`config.mk`:
```
export PLATFORM = sky130hd
export DESIGN_NAME = uart_tx_scheduler
export DESIGN_NICKNAME = d
export VERILOG_FILES = /design/src/rtl/uart_tx_scheduler.sv
export SDC_FILE = /design/constraint.sdc
export NUM_CORES = 1
export LEC_CHECK = 0
export BUFFER_PORTS_ARGS = -buffer_cell sky130_fd_sc_hd__buf_2
export CAP_MARGIN = 20
export CORE_ASPECT_RATIO = 1.5
export CORE_MARGIN = 3
export CORE_UTILIZATION = 39
export DETAILED_ROUTE_END_ITERATION = 10
export GPL_TIMING_DRIVEN = 0
export PLACE_DENSITY = 0.67
export SLEW_MARGIN = 0
export SYNTH_ARGS = -nofsm -noshare
export SYNTH_HDL_FRONTEND = slang
export SYNTH_SLANG_ARGS = --single-unit
```
`constraint.sdc`:
```
create_clock -name clock -period 1.8 [get_ports clock]
set_input_delay 0.09 -clock clock [delete_from_list [all_inputs] [get_ports clock]]
set_output_delay 0.09 -clock clock [all_outputs]
set_load 0.01 [all_outputs]
```
`src/rtl/uart_tx_scheduler.sv`:
```
// Round-robin scheduler that shares one UART byte transmitter between NUM_REQ sources,
// sequences its start/busy handshake and generates the baud tick. Optional: UART_TX_SCHED_LOCK_EN.
module uart_tx_scheduler #(
  parameter int NUM_REQ        = 4,
  parameter int CLOCKS_PER_BIT = 868,
  parameter int BUSY_TIMEOUT   = 16
) (
  input  logic                       clock,
  input  logic                       reset_n,
  input  logic [NUM_REQ-1:0]         req_valid,
  input  logic [8*NUM_REQ-1:0]       req_data,
`ifdef UART_TX_SCHED_LOCK_EN
  input  logic [NUM_REQ-1:0]         req_last,
`endif
  output logic [NUM_REQ-1:0]         req_ready,
  output logic                       tx_start,
  output logic [7:0]                 tx_data,
  input  logic                       tx_busy,
  output logic [$clog2(NUM_REQ)-1:0] grant_id,
  output logic                       baud_tick,
  output logic                       tx_timeout
);

  localparam int IDW    = $clog2(NUM_REQ);
  localparam int BAUD_W = (CLOCKS_PER_BIT > 1) ? $clog2(CLOCKS_PER_BIT) : 1;
  localparam int TO_W   = (BUSY_TIMEOUT > 1) ? $clog2(BUSY_TIMEOUT) : 1;
  localparam logic [BAUD_W-1:0] BAUD_LAST = BAUD_W'(CLOCKS_PER_BIT - 1);
  localparam logic [TO_W-1:0]   TO_LAST   = TO_W'(BUSY_TIMEOUT - 1);
  localparam logic [IDW-1:0]    PTR_RST   = IDW'(NUM_REQ - 1);

  typedef enum logic [1:0] {IDLE, LAUNCH, WAIT_BUSY, WAIT_DONE} state_t;

  state_t              state;
  state_t              state_nxt;
  logic [IDW-1:0]      rr_ptr;
  logic [TO_W-1:0]     wait_cnt;
  logic [BAUD_W-1:0]   baud_cnt;
  logic [NUM_REQ-1:0]  eligible;
  logic [NUM_REQ-1:0]  sel_onehot;
  logic [IDW-1:0]      sel_idx;
  logic [7:0]          sel_byte;
  logic                sel_found;
  logic                accept;
  logic                timeout_nxt;
  logic                wait_clr;
  logic                wait_inc;

`ifdef UART_TX_SCHED_LOCK_EN
  logic                lock_active;
  logic [IDW-1:0]      lock_id;

  // While locked, only the owning requester may compete.
  always_comb begin
    eligible = req_valid;
    if (lock_active) begin
      eligible = '0;
      for (int j = 0; j < NUM_REQ; j++) begin
        if (IDW'(j) == lock_id) eligible[j] = req_valid[j];
      end
    end
  end

  always_ff @(posedge clock) begin
    if (!reset_n) begin
      lock_active <= 1'b0;
      lock_id     <= '0;
    end else if (timeout_nxt) begin
      lock_active <= 1'b0;
    end else if (accept) begin
      lock_active <= ~|(req_last & sel_onehot);
      lock_id     <= sel_idx;
    end
  end
`else
  assign eligible = req_valid;
`endif

  // Search starts just after the last grant, so that requester drops to lowest priority.
  always_comb begin
    sel_found  = 1'b0;
    sel_idx    = '0;
    sel_byte   = '0;
    sel_onehot = '0;
    for (int k = 1; k <= NUM_REQ; k++) begin
      for (int j = 0; j < NUM_REQ; j++) begin
        if (!sel_found && eligible[j] && (j == (int'(rr_ptr) + k) % NUM_REQ)) begin
          sel_found     = 1'b1;
          sel_idx       = IDW'(j);
          sel_byte      = req_data[8*j +: 8];
          sel_onehot[j] = 1'b1;
        end
      end
    end
  end

  assign req_ready = (state == IDLE && reset_n && !tx_busy) ? sel_onehot : '0;
  assign accept    = |(req_valid & req_ready);

  always_comb begin
    state_nxt   = state;
    timeout_nxt = 1'b0;
    wait_clr    = 1'b0;
    wait_inc    = 1'b0;
    tx_start    = 1'b0;
    case (state)
      IDLE: begin
        if (accept) state_nxt = LAUNCH;
      end
      LAUNCH: begin
        tx_start  = 1'b1;
        wait_clr  = 1'b1;
        state_nxt = WAIT_BUSY;
      end
      WAIT_BUSY: begin
        if (tx_busy) begin
          state_nxt = WAIT_DONE;
        end else if (wait_cnt == TO_LAST) begin
          timeout_nxt = 1'b1;
          state_nxt   = IDLE;
        end else begin
          wait_inc = 1'b1;
        end
      end
      WAIT_DONE: begin
        if (!tx_busy) state_nxt = IDLE;
      end
      default: state_nxt = IDLE;
    endcase
  end

  always_ff @(posedge clock) begin
    if (!reset_n) begin
      state      <= IDLE;
      rr_ptr     <= PTR_RST;
      wait_cnt   <= '0;
      tx_timeout <= 1'b0;
      tx_data    <= '0;
      grant_id   <= '0;
    end else begin
      state      <= state_nxt;
      tx_timeout <= timeout_nxt;
      if (wait_clr) begin
        wait_cnt <= '0;
      end else if (wait_inc) begin
        wait_cnt <= wait_cnt + 1'b1;
      end
      if (accept) begin
        tx_data  <= sel_byte;
        grant_id <= sel_idx;
        rr_ptr   <= sel_idx;
      end
    end
  end

  // Cleared on the accepting edge so the count reads 0 in the LAUNCH cycle and the
  // first tick lands one full bit period after tx_start.
  always_ff @(posedge clock) begin
    if (!reset_n) begin
      baud_cnt  <= '0;
      baud_tick <= 1'b0;
    end else if (accept) begin
      baud_cnt  <= '0;
      baud_tick <= 1'b0;
    end else begin
      baud_tick <= (baud_cnt == BAUD_LAST);
      baud_cnt  <= (baud_cnt == BAUD_LAST) ? '0 : baud_cnt + 1'b1;
    end
  end

endmodule

```
==> results of run 1 <==
==> logic make-up (layout without fill, tap and decap cells) <==
logic type                 count (synthesis)  in the layout  share of synthesized area
and+or+nand+nor                          148            148                      0.299
AOI/OAI and AO/OA                        131            131                      0.355
buffers and inverters                     34            103                     0.0717
DFF                                       30             30                      0.225
xor gates and xnor gates                  11             11                     0.0361
adders and majority gates                  2              2                    0.00937
muxes                                      1              1                    0.00375
==> per-stage QoR <==
step | instances | setup slack, ps | util | hold WS [ps] | setup TNS, ps
2_1_floorplan | 357 | 93.2 | - | 239 | 0
3_3_place_gp | 486 | -663 | 0.461 | 397 | -4220
5_1_grt | 502 | -74.7 | 0.527 | 116 | -298
6_report | 502 | -13.8 | 0.527 | 103 | -13.8
4_1_cts | 499 | -21.0 | 0.509 | 99.6 | -21.0
3_5_place_dp | 486 | -689 | 0.461 | 410 | -4290
==> per-layer routing <==
metal / GRT usage / part of all wire / vias to the layer above
met5: 0 / 0 / -
met4: 0.172 / 0.067 / 0
met3: 0.0449 / 0.079 / 61
met2: 0.447 / 0.48 / 186
met1: 0.316 / 0.37 / 1584
li1: - / - / 1512
==> Yosys cell counts, types with 7 or more instances <==
| master | number | area [µm²] |
|---|---|---|
| sky130_fd_sc_hd__o221ai_1 | 7 | 61.3 |
| sky130_fd_sc_hd__nor3_1 | 7 | 35.0 |
| sky130_fd_sc_hd__o22ai_1 | 11 | 68.8 |
| sky130_fd_sc_hd__inv_1 | 9 | 33.8 |
| sky130_fd_sc_hd__nand3_1 | 19 | 95.1 |
| sky130_fd_sc_hd__a31oi_1 | 9 | 56.3 |
| sky130_fd_sc_hd__a21oi_1 | 22 | 110 |
| sky130_fd_sc_hd__dfxtp_1 | 30 | 601 |
| sky130_fd_sc_hd__nor2_1 | 38 | 143 |
| sky130_fd_sc_hd__a221oi_1 | 9 | 78.8 |
| sky130_fd_sc_hd__and3_1 | 7 | 43.8 |
| sky130_fd_sc_hd__buf_2 | 9 | 45.0 |
| sky130_fd_sc_hd__a32oi_1 | 7 | 61.3 |
| sky130_fd_sc_hd__nor2b_1 | 8 | 50.1 |
| sky130_fd_sc_hd__nand2_1 | 34 | 128 |
| sky130_fd_sc_hd__o21ai_0 | 24 | 120 |
==> what timing repair did <==
action	4_1_cts	5_1_grt
buffers inserted	8	2
hold buffers	0	0
gates cloned	0	1
setup endpoints to repair	24	11
resized for setup	42	29
pin swaps	7	7
==> state kept, by name, indices dropped and copies added (netlist names) <==
name / flops
grant_id: 2
baud_cnt: 10
state: 2
tx_data: 8
wait_cnt: 4
tx_timeout: 1
rr_ptr: 2
baud_tick: 1
==> placed cells by master (no fill, tap or decap), types with 3 or more instances in the layout <==
cell / count
sky130_fd_sc_hd__buf_2: 57
sky130_fd_sc_hd__nor2_1: 37
sky130_fd_sc_hd__nand2_1: 32
sky130_fd_sc_hd__dfxtp_1: 27
sky130_fd_sc_hd__a21oi_1: 22
sky130_fd_sc_hd__o21ai_0: 21
sky130_fd_sc_hd__nand3_1: 17
sky130_fd_sc_hd__buf_4: 14
sky130_fd_sc_hd__o22ai_1: 10
sky130_fd_sc_hd__inv_1: 9
sky130_fd_sc_hd__buf_6: 9
sky130_fd_sc_hd__a31oi_1: 9
sky130_fd_sc_hd__a32oi_1: 7
sky130_fd_sc_hd__o221ai_1: 7
sky130_fd_sc_hd__and3_1: 6
sky130_fd_sc_hd__nand4_1: 6
sky130_fd_sc_hd__a221oi_1: 6
sky130_fd_sc_hd__a22oi_1: 6
sky130_fd_sc_hd__xnor2_1: 6
sky130_fd_sc_hd__clkbuf_8: 6
sky130_fd_sc_hd__xor2_1: 5
sky130_fd_sc_hd__nor3_1: 5
sky130_fd_sc_hd__nand2b_1: 4
sky130_fd_sc_hd__buf_8: 4
sky130_fd_sc_hd__o21ai_1: 4
sky130_fd_sc_hd__nor2b_1: 4
sky130_fd_sc_hd__a221o_1: 4
sky130_fd_sc_hd__nor2b_4: 3
sky130_fd_sc_hd__o21bai_1: 3
sky130_fd_sc_hd__a221oi_2: 3
==> power by group <==
part | internal (mW) | switching [mW] | total [mW]
combinational | 0.286 | 0.403 | 0.689
sequential | 0.700 | 0.0299 | 0.730
clock | 0.443 | 0.273 | 0.715
==> worst reg2reg max path, cell delays in order (launching register included) <==
cell and delay, ps:
sky130_fd_sc_hd__dfxtp_2 350, sky130_fd_sc_hd__buf_6 140, sky130_fd_sc_hd__nor2b_4 220, sky130_fd_sc_hd__nand3_4 210, sky130_fd_sc_hd__o21ai_0 270, sky130_fd_sc_hd__a311oi_2 80, sky130_fd_sc_hd__a2111oi_4 350, sky130_fd_sc_hd__o21ai_1 90
==> path summary, 6_finish.rpt <==
kind | cells after the start | end | start | slack, ps
max | 7 | tx_data[1]$_SDFFE_PN0P_ | rr_ptr[1]$_SDFFE_PN1P_ | -10
min | 3 | state[0]$_SDFFE_PN0P_ | tx_busy | 100
max reg2reg | 7 | tx_data[1]$_SDFFE_PN0P_ | rr_ptr[1]$_SDFFE_PN1P_ | -10
min reg2reg | 2 | tx_data[1]$_SDFFE_PN0P_ | tx_data[1]$_SDFFE_PN0P_ | 470
==> cell type report <==
| class | count | share of cell area |
|---|---|---|
| Clock buffer | 6 | 0.0238 |
| Tap cell | 76 | 0.0274 |
| Clock inverter | 1 | 0.00866 |
| Inverter | 9 | 0.00974 |
| Multi-Input combinational cell | 293 | 0.592 |
| Timing Repair Buffer | 64 | 0.101 |
| Buffer | 23 | 0.0621 |
| Sequential cell | 30 | 0.175 |
==> results.md, run 1 <==
- The worst setup path is of the register to register kind.
- The share of layout cells above drive strength 1 is 0.310.
- The number of top-level pins is 56.
- The number of global-route vias before repair came to 3185.
- Across every metal layer, demand over resource in global routing totals 0.271.
- The slowest stage of the critical path is the sky130_fd_sc_hd__dfxtp_2 cell.
- Using the TritonRoute via totals, the vias-per-cell ratio works out to 6.66.
- Once placement finished, the instance area stood at 3030 µm².
- The required time reported for the critical path endpoint is 1980 ps.
- The combined flip-flop and latch cell area is 607 µm².
- The number of different library cells in the post-synthesis netlist is 71.
- The cell leakage power is 1.41 nW.
- The area growth from synthesis to layout is 29.9%.
- The worst ir drop on vdd is 0.000265 V.
- The total area of multi-input combinational cells is 2050 µm².
- STA classifies the critical path startpoint as a register.
- For the pin with the worst max-slew slack, the measured transition is 785 ps.
- The fill cell total of the finished layout is 642.
- STA classifies the critical path endpoint as a register.
- The final-report setup violation count is 1.
- Static timing analysis puts the maximum clock frequency at 551 MHz.
- The setup skew after layout is 8.95 ps.
- The via count is 3343.
- The category of cells accounting for the largest share of critical-path delay is compound AO/OA/AOI/OAI gates.
- The setup slack after layout is -13.8 ps.
- The count of yosys warnings during synthesis is 0.
- The overall die area is 7890 µm².
- The final net count is 467.
- The first routing iteration left 224 violations.
- Overall power consumption after layout is estimated at 2.13 mW.
- The longest clock path from root to sink contains 2 buffers.
- Synthesis inferred 30 register bits.
- The hold violation total from the final report is 0.
- Measured along the x axis, the die boundary spans 73.5 µm.
- Clock tree synthesis selected as its root buffer the cell sky130_fd_sc_hd__clkbuf_8.
- Counting every instance in the synthesized netlist gives 357.
- The repair_antennas step left the layout with diodes totalling 0.
- The count of clock tree sinks is 30.
- The critical path data arrival time is 1990 ps.
- The clock latency reported for the late side of the worst-skew pair is 290 ps.
- The detail route stage leaves a number of antenna-violating nets equal to 0.
- The class of the tightest hold or removal check is primary input to register.
- The post-route clock period utilization is 1.01.
- At the end of routability-driven placement, the weighted congestion stood at 0.954.
- The CTS H-tree depth is 2.
- The number of port buffers is 53.
- The number of synthesized flops with an enable pin is 0.
- TritonCTS built the clock tree.
- The first-pass GRT wire length is 16.6 mm.
- In this run the tightest slew margin relative to its limit is 0.475.
- Clock tree synthesis inserted a total of 5 buffers.
- Dividing total power by cell area gives a power density of 616 nW/µm².
- Among all flip-flop cells after synthesis, the most frequent one is sky130_fd_sc_hd__dfxtp_1.
- The critical path buffer and inverter count is 1.
- The minimum period implied by the final worst setup slack is 1810 ps.
- Counting flops with an async set or reset pin after synthesis yields a share of 0.
- The post-route DRC violation count is 0.
- The total number of placement rows is 36.
- Setup repair after global routing could not meet its margin everywhere.
- The run finished, with violations left.
- The routed wire length is 10.7 mm.
- The core footprint is 6580 µm².
- The largest net degree at the start of global routing is 11.
- The first TritonRoute pass finished after 7 iterations.
- Walking the worst path, the cells encountered are buf_6 -> nor2b_4 -> nand3_4 -> o21ai_0 -> a311oi_2 -> a2111oi_4 -> o21ai_1.
- Clock-pin slew was measured on the worst setup and hold paths at 70 ps.
- The initial antenna violation count came to 0.
- From bottom edge to top edge, the die measures 107 µm.
- The share of the Yosys chip area taken by registers is 0.225.
- Dividing the detail-routed wire length by the instance count gives 21.3 µm.
- The maximum fanout encountered on the critical timing path is 10.
- Across the run, the number of max-cap violations was 0.
- The number of max-slew violations in the final report is 0.
- The post-DP HPWL is 7.68 mm.
- The finished cells cover 3470 µm².
- The peak per-stage delay on the critical path is 350 ps.
- After synthesis the cells add up to 2670 µm².
- The initial utilization of the core area, before any placement, comes to 0.406.
- The net count of the mapped netlist is 398.
- The final reports fail on negative setup slack.
- The total congestion overflow is 0.
- The synthesized area per cell is 7.48 µm².
(Power assumes the default switching activity.)
==> run 2: changes to the inputs <==
--- a/config.mk
+++ b/config.mk
@@ -12,7 +12,7 @@
 export CORE_UTILIZATION = 39
 export DETAILED_ROUTE_END_ITERATION = 10
 export GPL_TIMING_DRIVEN = 0
-export PLACE_DENSITY = 0.67
+export PLACE_DENSITY = 0.64
 export SLEW_MARGIN = 0
 export SYNTH_ARGS = -nofsm -noshare
 export SYNTH_HDL_FRONTEND = slang
==> constraint.sdc (replaced) <==
create_clock -name clock -period 1.9 [get_ports clock]
set_input_delay 0.095 -clock clock [delete_from_list [all_inputs] [get_ports clock]]
set_output_delay 0.095 -clock clock [all_outputs]
set_load 0.01 [all_outputs]
==> run 2 against run 1 <==
Compared with the run above: largest cell class unchanged; highest routed layer unchanged; utilization down 1.4 points; register-to-register slack better by 70 ps; total power down 12%; the flow now finishes without violations; critical endpoint is now tx_data[3]$_SDFFE_PN0P_; critical path depth unchanged; combinational power down 8.6%.
==> results.md, run 2 (synthesis gave the netlist of run 1 again) <==
- In the final routed layout, each cell accounts on average for 20.8 µm.
- The core region is 6580 µm².
- Clock-pin slew was measured on the worst setup and hold paths at 80 ps.
- The peak per-stage delay on the critical path is 390 ps.
- The area growth from synthesis to layout is 26.5%.
- The peak clock frequency supported by timing is 544 MHz.
- The initial antenna violation count is 0.
- The maximum clock insertion buffer count is 2.
- The number of buffers inserted during clock tree synthesis is 5.
- The type of the worst setup path is register to register.
- The setup TNS is 0 ps.
- The number of top-level pins is 56.
- The cell type of the slowest stage on the worst timing path is sky130_fd_sc_hd__and2_1.
- The startpoint identified for the worst register-to-register timing path is rr_ptr[1]$_SDFFE_PN1P_.
- The design draws 1.88 mW.
- STA classifies the critical path startpoint as a register.
- The origin of the worst min-delay path is tx_busy.
- The die extent in y is 107 µm.
- Across the run, the number of max-cap violations was 0.
- Data on the critical path is required at its endpoint by 2110 ps.
- Tracing the worst setup path back leads to its startpoint at rr_ptr[1]$_SDFFE_PN1P_.
- For this run, the total global-route usage over all layers was measured as 0.257.
- The largest registers in the layout are baud_cnt: 10 flops, tx_data: 8 flops, wait_cnt: 4 flops.
- The number of max-slew violations in the final report is 0.
- The first-pass GRT wire length is 15.8 mm.
- In this run the power density over the cells is 556 nW/µm².
- The total congestion overflow is 0.
- Of all nets on the critical path, the largest fanout is 10.
- The post-route clock period utilization is 0.968.
- The tightest min-delay check is of the primary input to register type.
- The signal on the critical path passes through buf_6 -> nor3_4 -> and2_1 -> a311o_1 -> a211oi_1 -> o311a_1 -> nor3_1.
- The routed wire length is 10.4 mm.
- The CTS tree is yes.
- The number of global-route vias before repair came to 3077.
- At the end of the flow the core is filled with cells to 0.514.
- The flow ran to the end, and the final reports show no timing, DRC or antenna violations.
- The largest net degree at the start of global routing is 11.
- The tree built by TritonCTS fans out to 30 sinks.
- The clock tree root buffer cell is sky130_fd_sc_hd__clkbuf_8.
- The effective utilization at floorplan is 0.406.
- The placer congestion estimate is 0.982.
- Setup repair after global routing could not meet its margin everywhere.
- The share of layout cells above drive strength 1 is 0.291.
- The final net count is 466.
- Dividing the detail-routed via count by the number of cells gives 6.57.
- The length of the first detailed-routing pass in iterations is 7.
- For the final database, setup skew stands at 10.5 ps.
- The flip-flop count of the largest register, all copies and words added is 10.
- After legalization and detailed placement, the total HPWL measured 7.64 mm.
- The worst setup path is captured at a register.
- The count of nets left with antenna violations once routing finished came out at 0.
- The number of port buffers is 53.
- In the layout the commonest cells are sky130_fd_sc_hd__buf_2, sky130_fd_sc_hd__nor2_1, sky130_fd_sc_hd__nand2_1.
- The relative slew slack is 0.481.
- The slew at the pin closest to its max-slew limit is 776 ps.
- The most common cell after layout, fill and taps aside is sky130_fd_sc_hd__buf_2.
- The total non-filler cell area in the finished layout is 3380 µm².
- The antenna diode count is 0.
- The detailed router placed 3300 vias in this run.
- Subtracting the final worst setup slack from the clock period gives 1840 ps.
- For this design the static power due to leakage is 1.37 nW.
- After detailed placement, the total cell area comes to 3030 µm².
- For the worst-skew pair, the clock arrives at the later sink with an insertion delay of 290 ps.
- The hold violation total from the final report came to 0.
- The overall die area is 7890 µm².
- The detailed router's first-iteration violation count is 288.
- The minimum hold slack is 110 ps.
- The post-route DRC violation count is 0.
- The critical path data arrival time is 2050 ps.
- The floorplan has 36 rows.
- Setup violations remaining at the end of the flow were counted as 0.
- The worst-case IR drop observed on VDD is 0.000415 V.
- The overall die width is 73.5 µm.
- The CTS H-tree depth is 2.
- Ranked by flip-flop count, first place goes to baud_cnt.
## run 2: layout make-up
| type | count | area (µm²) |
|---|---|---|
| clock buffers | 6 | 82.6 |
| multi-input cells | 293 | 2010 |
| inverters | 9 | 33.8 |
| flip-flops and latches | 30 | 606 |
| clock inverters | 2 | 12.5 |
| well taps | 76 | 95.1 |
| repair buffers | 63 | 340 |
| fillers | 657 | 3200 |
| plain buffers | 23 | 198 |
## run 2: repair_timing
action                                  in CTS  in global routing
setup buffers                                6                  4
endpoints found under the setup margin      14                 11
pin swaps                                    5                  2
resized for setup                           18                 32
hold buffers                                 0                  0
## run 2: worst paths after layout
kind / slack, ps / cells past startpoint / end
min: 110 / 3 / state[0]$_SDFFE_PN0P_
max: 60 / 7 / tx_data[3]$_SDFFE_PN0P_
min reg2reg: 460 / 2 / tx_data[1]$_SDFFE_PN0P_
max reg2reg: 60 / 7 / tx_data[3]$_SDFFE_PN0P_
## run 2: worst max-delay path: cells and delay by family, from the launching register on
family / cells / cell delay, ps
compound gates: 3 / 520
buf+inv: 1 / 140
flops: 1 / 310
simple gates: 3 / 790
## run 2: stage by stage
step | instances | setup WS (ps)
after detailed placement | 486 | -609
after global placement | 486 | -632
after global routing | 502 | -17.8
after floorplan | 357 | 193
final | 502 | 60.6
after CTS | 498 | -75.6
## run 2: layer usage
layer  track usage  share of wire  up-vias
li1              -              -     1512
met1         0.309           0.37     1523
met2         0.419           0.49      217
met3        0.0467          0.084       48
met4         0.144          0.054        0
met5             0              0        -
## run 2: report_power, final
group          leakage [nW]  internal (mW)  switching, mW  total [mW]
logic                  1.08          0.258          0.372       0.630
registers             0.245          0.662         0.0271       0.689
clock network        0.0472          0.291          0.269       0.560
total                  1.37           1.21          0.668        1.88
==> run 3: changes to the inputs <==
--- a/config.mk
+++ b/config.mk
@@ -5,6 +5,7 @@
 export SDC_FILE = /design/constraint.sdc
 export NUM_CORES = 1
 export LEC_CHECK = 0
+export ABC_AREA = 1
 export BUFFER_PORTS_ARGS = -buffer_cell sky130_fd_sc_hd__buf_2
 export CAP_MARGIN = 20
 export CORE_ASPECT_RATIO = 1.5
==> run 3 against run 2 <==
Compared with the run above: the run now ends with negative setup slack left; via count increased by 4.2%; final cell count increased by 26%; combinational power increased to 3.8 times the previous value; total power increased by 100%; highest routed layer unchanged; synthesized cell count increased by 29%; sequential power increased by 25%; fmax decreased by 22%; clock power decreased by 13%; sequential share of layout area decreased by 1.9 points; utilization increased by 6.3 points; final area increased by 12%; critical path type unchanged.
==> results.md, run 3 <==
- The run finished, with violations left.
- The checks that failed: negative setup slack.
- The post-route DRC violation count is 0.
- After synthesis the netlist holds a flip-flop and latch count of 30.
- The tightest hold path in the finished design has a slack of 56.8 ps.
- The worst hold path passes through 2 cells.
- In this run the standard cell core region covers 6580 µm².
- The effective utilization at floorplan is 0.406.
- In the final routed layout, each cell accounts on average for 14.9 µm.
- The internal power of the cells totals 1.96 mW.
- Dividing total power by cell area gives a power density of 994 nW/µm².
- The total congestion overflow is 0.
- The hold violation total from the final report is 0.
- The largest net degree at the start of global routing is 11.
- Of the cells placed in the final design, the portion with a size suffix greater than 1 is 0.333.
- Between clock sinks in the finished design, the worst skew comes to 5.15 ps.
- The origin of the worst min-delay path is tx_busy.
- The pre-antenna-repair detailed-routing pass consisted of 4 iterations.
- The post-route clock period utilization is 1.24.
- The count of placed standard cells including taps is 590.
- The tool flagged a number of max-cap violations equal to 0.
- The worst setup path is captured at a register.
- The number of top-level pins is 56.
- The count of yosys warnings during synthesis is 0.
- The maximum clock insertion buffer count is 2.
- The synthesized netlist cell count is 460.
- Headroom to the max-slew limit came out at 0.463.
- The die covers 7890 µm².
- For the worst-skew pair, the clock arrives at the later sink with an insertion delay of 280 ps.
- Detailed routing inserted a total of 3440 vias.
- Timing would allow up to 426 MHz.
- The worst path in the final design needs a cycle of 2350 ps, including I/O delays and setup.
- In this run the number of cells on the critical path is 17.
- The cell type of the slowest stage on the worst timing path is sky130_fd_sc_hd__dfxtp_4.
- The routed wire length is 9.39 mm.
- The number of cells on the worst reg-to-reg path is 17.
- Setup violations remaining at the end of the flow were counted as 28.
- The most common cell after layout, fill and taps aside is sky130_fd_sc_hd__nor2_1.
- The setup slack after layout is -449 ps.
- The first-pass GRT wire length is 14.9 mm.
- Across the VDD grid, the largest voltage drop is 0.000412 V.
- The number of nets with antenna violations after routing is 0.
- The post-route total power is 3.77 mW.
- A synthesized cell averages 5.80 µm².
- The initial antenna violation count came to 0.
- In this run the power spent charging and discharging nets is 1.81 mW.
- By area the synthesized netlist is led by sky130_fd_sc_hd__dfxtp_1, sky130_fd_sc_hd__nor2_1, sky130_fd_sc_hd__nand3_1, sky130_fd_sc_hd__nand2_1, sky130_fd_sc_hd__inv_1.
- The top-area cell type share of the netlist area is 0.225.
- The clock transition at the registers of the reported paths is 60 ps.
- The overall die width is 73.5 µm.
- The dominant cell by count in the synthesized netlist is sky130_fd_sc_hd__nor2_1.
- The worst register-to-register path ends at tx_data[4]$_SDFFE_PN0P_.
- The die extent in y is 107 µm.
- On the worst path, the slowest cell contributes a delay of 380 ps.
- The net count of the mapped netlist is 501.
- The kind of start point of the critical path is a register.
- The most area-hungry cell type in the Yosys netlist is sky130_fd_sc_hd__dfxtp_1.
- The signal on the critical path passes through buf_6 -> nand3_4 -> nand3_4 -> nor2_8 -> nand4_4 -> nor2_4 -> nand4_4 -> nor2_4 -> buf_8 -> nand4_4 -> nand2_2 -> nand2_4 -> nand2_4 -> nor2_4 -> buf_12 -> nor2_2 -> nor2_1.
- The number of different library cells in the post-synthesis netlist is 33.
- For the worst setup path, the data required time is 2070 ps.
- Yosys mapped a number of flops with a built-in enable equal to 0.
- The worst setup path is of the register to register kind.
- The share of total power dissipated in combinational logic is 0.642.
- The commonest cells after synthesis are sky130_fd_sc_hd__nor2_1, sky130_fd_sc_hd__nand2_1, sky130_fd_sc_hd__nand3_1.
- The number of global-route vias before repair is 3227.
- The aggregate global-route resource usage is 0.236.
- The category of cells accounting for the largest share of critical-path delay is simple AND/OR/NAND/NOR gates.
- The setup slack of the worst register-to-register path is -450 ps.
- The share of total power dissipated in the clock network is 0.129.
- After detailed routing, the number of vias per cell comes to 5.44.
- Together, buffers and inverters on the worst path number 3.
- The count of clock tree sinks is 30.
- The fill cell total of the finished layout is 628.
- The fraction of the core area covered by cells at the end of the flow is 0.577.
- The post-synthesis instance area is 2670 µm².
- The worst hold path terminates at tx_timeout$_SDFF_PP0_.
- Input and output buffers added on the ports amount to 54.
- The sequential element share of the synthesized area is 0.225.
- The CTS H-tree depth is 2.
- Leaving out fill and tap cells, the most frequent cells in the layout are sky130_fd_sc_hd__nor2_1, sky130_fd_sc_hd__nand2_1, sky130_fd_sc_hd__nand3_1.
- The most used flip-flop cell after synthesis is sky130_fd_sc_hd__dfxtp_1.
- The clock tree root buffer cell is sky130_fd_sc_hd__clkbuf_8.
- The worst hold path belongs to the class primary input to register.
- The fraction of registers with async set or reset after synthesis is 0.
- Of the total power, registers draw 0.229.
- Of all nets on the critical path, the largest fanout is 8.
- The flip-flop count of the largest register, all copies and words added is 10.
- Of the total power, the share spent switching nets is 0.481.
- At the end of the flow, the number of nets in the layout was 596.
- The register name with the most flops is baud_cnt.
- The cell leakage power is 1.85 nW.
- The post-layout instance count excluding filler cells is 632.
- The number of clock buffers added by TritonCTS is 5.
- The CTS tree is yes.
- STA puts the critical path data arrival time at 2520 ps.
- The total number of placement rows is 36.
- The first routing iteration left 175 violations.
- Setup repair after global routing could not meet its margin everywhere.
- In the final layout, the registers with the most flip-flops are baud_cnt: 10 flops, tx_data: 8 flops, wait_cnt: 4 flops.
- The post-DP HPWL is 6.17 mm.
- In this run the critical register-to-register path is launched from rr_ptr[0]$_SDFFE_PN1P_.
- 0 antenna diodes ended up in the layout.
- The number of max-slew violations in the final report is 0.
- For the pin with the worst max-slew slack, the measured transition is 801 ps.
- The congestion estimate from routability-driven global placement came to 0.930.
- The area growth from synthesis to layout is 42.1%.
-- run 3: changes by cell type in the layout (fill, tap and decap cells not counted), moves of 11 or more --
cell                      previous run  this run
sky130_fd_sc_hd__nand2_2             2        13
sky130_fd_sc_hd__o21ai_0            24        11
sky130_fd_sc_hd__a21oi_1            21        10
sky130_fd_sc_hd__o22ai_1            11         0
sky130_fd_sc_hd__nor2_4              2        15
sky130_fd_sc_hd__inv_1               9        49
sky130_fd_sc_hd__nand2_1            32        77
sky130_fd_sc_hd__nor2_1             37        95
sky130_fd_sc_hd__nand3_1            18        69
sky130_fd_sc_hd__buf_4              12        24
-- run 3: metal layers --
layer	wire length, µm	track usage	share of wire
met1	3380	0.260	0.36
met2	4880	0.431	0.52
met3	671	0.0271	0.071
met4	468	0.117	0.050
met5	0	0	0
-- run 3: cell type report --
cell class                      count  area (µm²)  area share
Sequential cell                    30         608       0.160
Tap cell                           76        95.1      0.0251
Multi-Input combinational cell    366        2130       0.563
Buffer                              6        57.6      0.0152
Clock buffer                        8        80.1      0.0211
Timing Repair Buffer               86         578       0.152
Inverter                           60         240      0.0633
-- run 3: through the flow --
step	setup slack, ps	TNS [ps]	instance area (µm²)
4_1_cts	-396	-9390	3500
3_5_place_dp	-785	-18840	3090
3_3_place_gp	-747	-18060	3090
6_report	-449	-9840	3790
5_1_grt	-655	-14130	3790
2_1_floorplan	-182	-3700	2730
-- run 3: cell families after synthesis --
family	share of synthesized area
compound gates	0.0811
xor+xnor	0.0197
fa+ha+maj	0.00937
buf+inv	0.101
flops	0.225
simple gates	0.564
-- run 3: repair_timing --
item / CTS / global route
pin swaps: 26 / 45
gates resized for setup: 41 / 54
hold buffers: 0 / 0
gates cloned: 1 / 2
setup endpoints to repair: 28 / 28
setup buffers: 19 / 12
-- run 3: worst max path at each step --
| stage | startpoint | endpoint | slack [ps] |
|---|---|---|---|
| 3_3_place_gp | rr_ptr[0]$_SDFFE_PN1P_ | baud_cnt[3]$_SDFF_PP0_ | -750 |
| 4_1_cts | rr_ptr[1]$_SDFFE_PN1P_ | req_ready[3] | -400 |
| 5_1_grt | rr_ptr[1]$_SDFFE_PN1P_ | tx_data[2]$_SDFFE_PN0P_ | -650 |
| 6_report | rr_ptr[0]$_SDFFE_PN1P_ | tx_data[4]$_SDFFE_PN0P_ | -450 |
| 2_1_floorplan | rr_ptr[0]$_SDFFE_PN1P_ | baud_cnt[3]$_SDFF_PP0_ | -180 |
| 3_5_place_dp | rr_ptr[0]$_SDFFE_PN1P_ | tx_data[2]$_SDFFE_PN0P_ | -780 |
-- run 3: power by group through the flow --
stage          clock network, mW  logic (mW)  registers, mW
2_1_floorplan                  0        1.25          0.880
3_3_place_gp                   0        1.72          0.867
3_5_place_dp                   0        1.74          0.868
4_1_cts                    0.494        2.13          0.864
5_1_grt                    0.532        2.64          0.882
6_report                   0.486        2.42          0.864
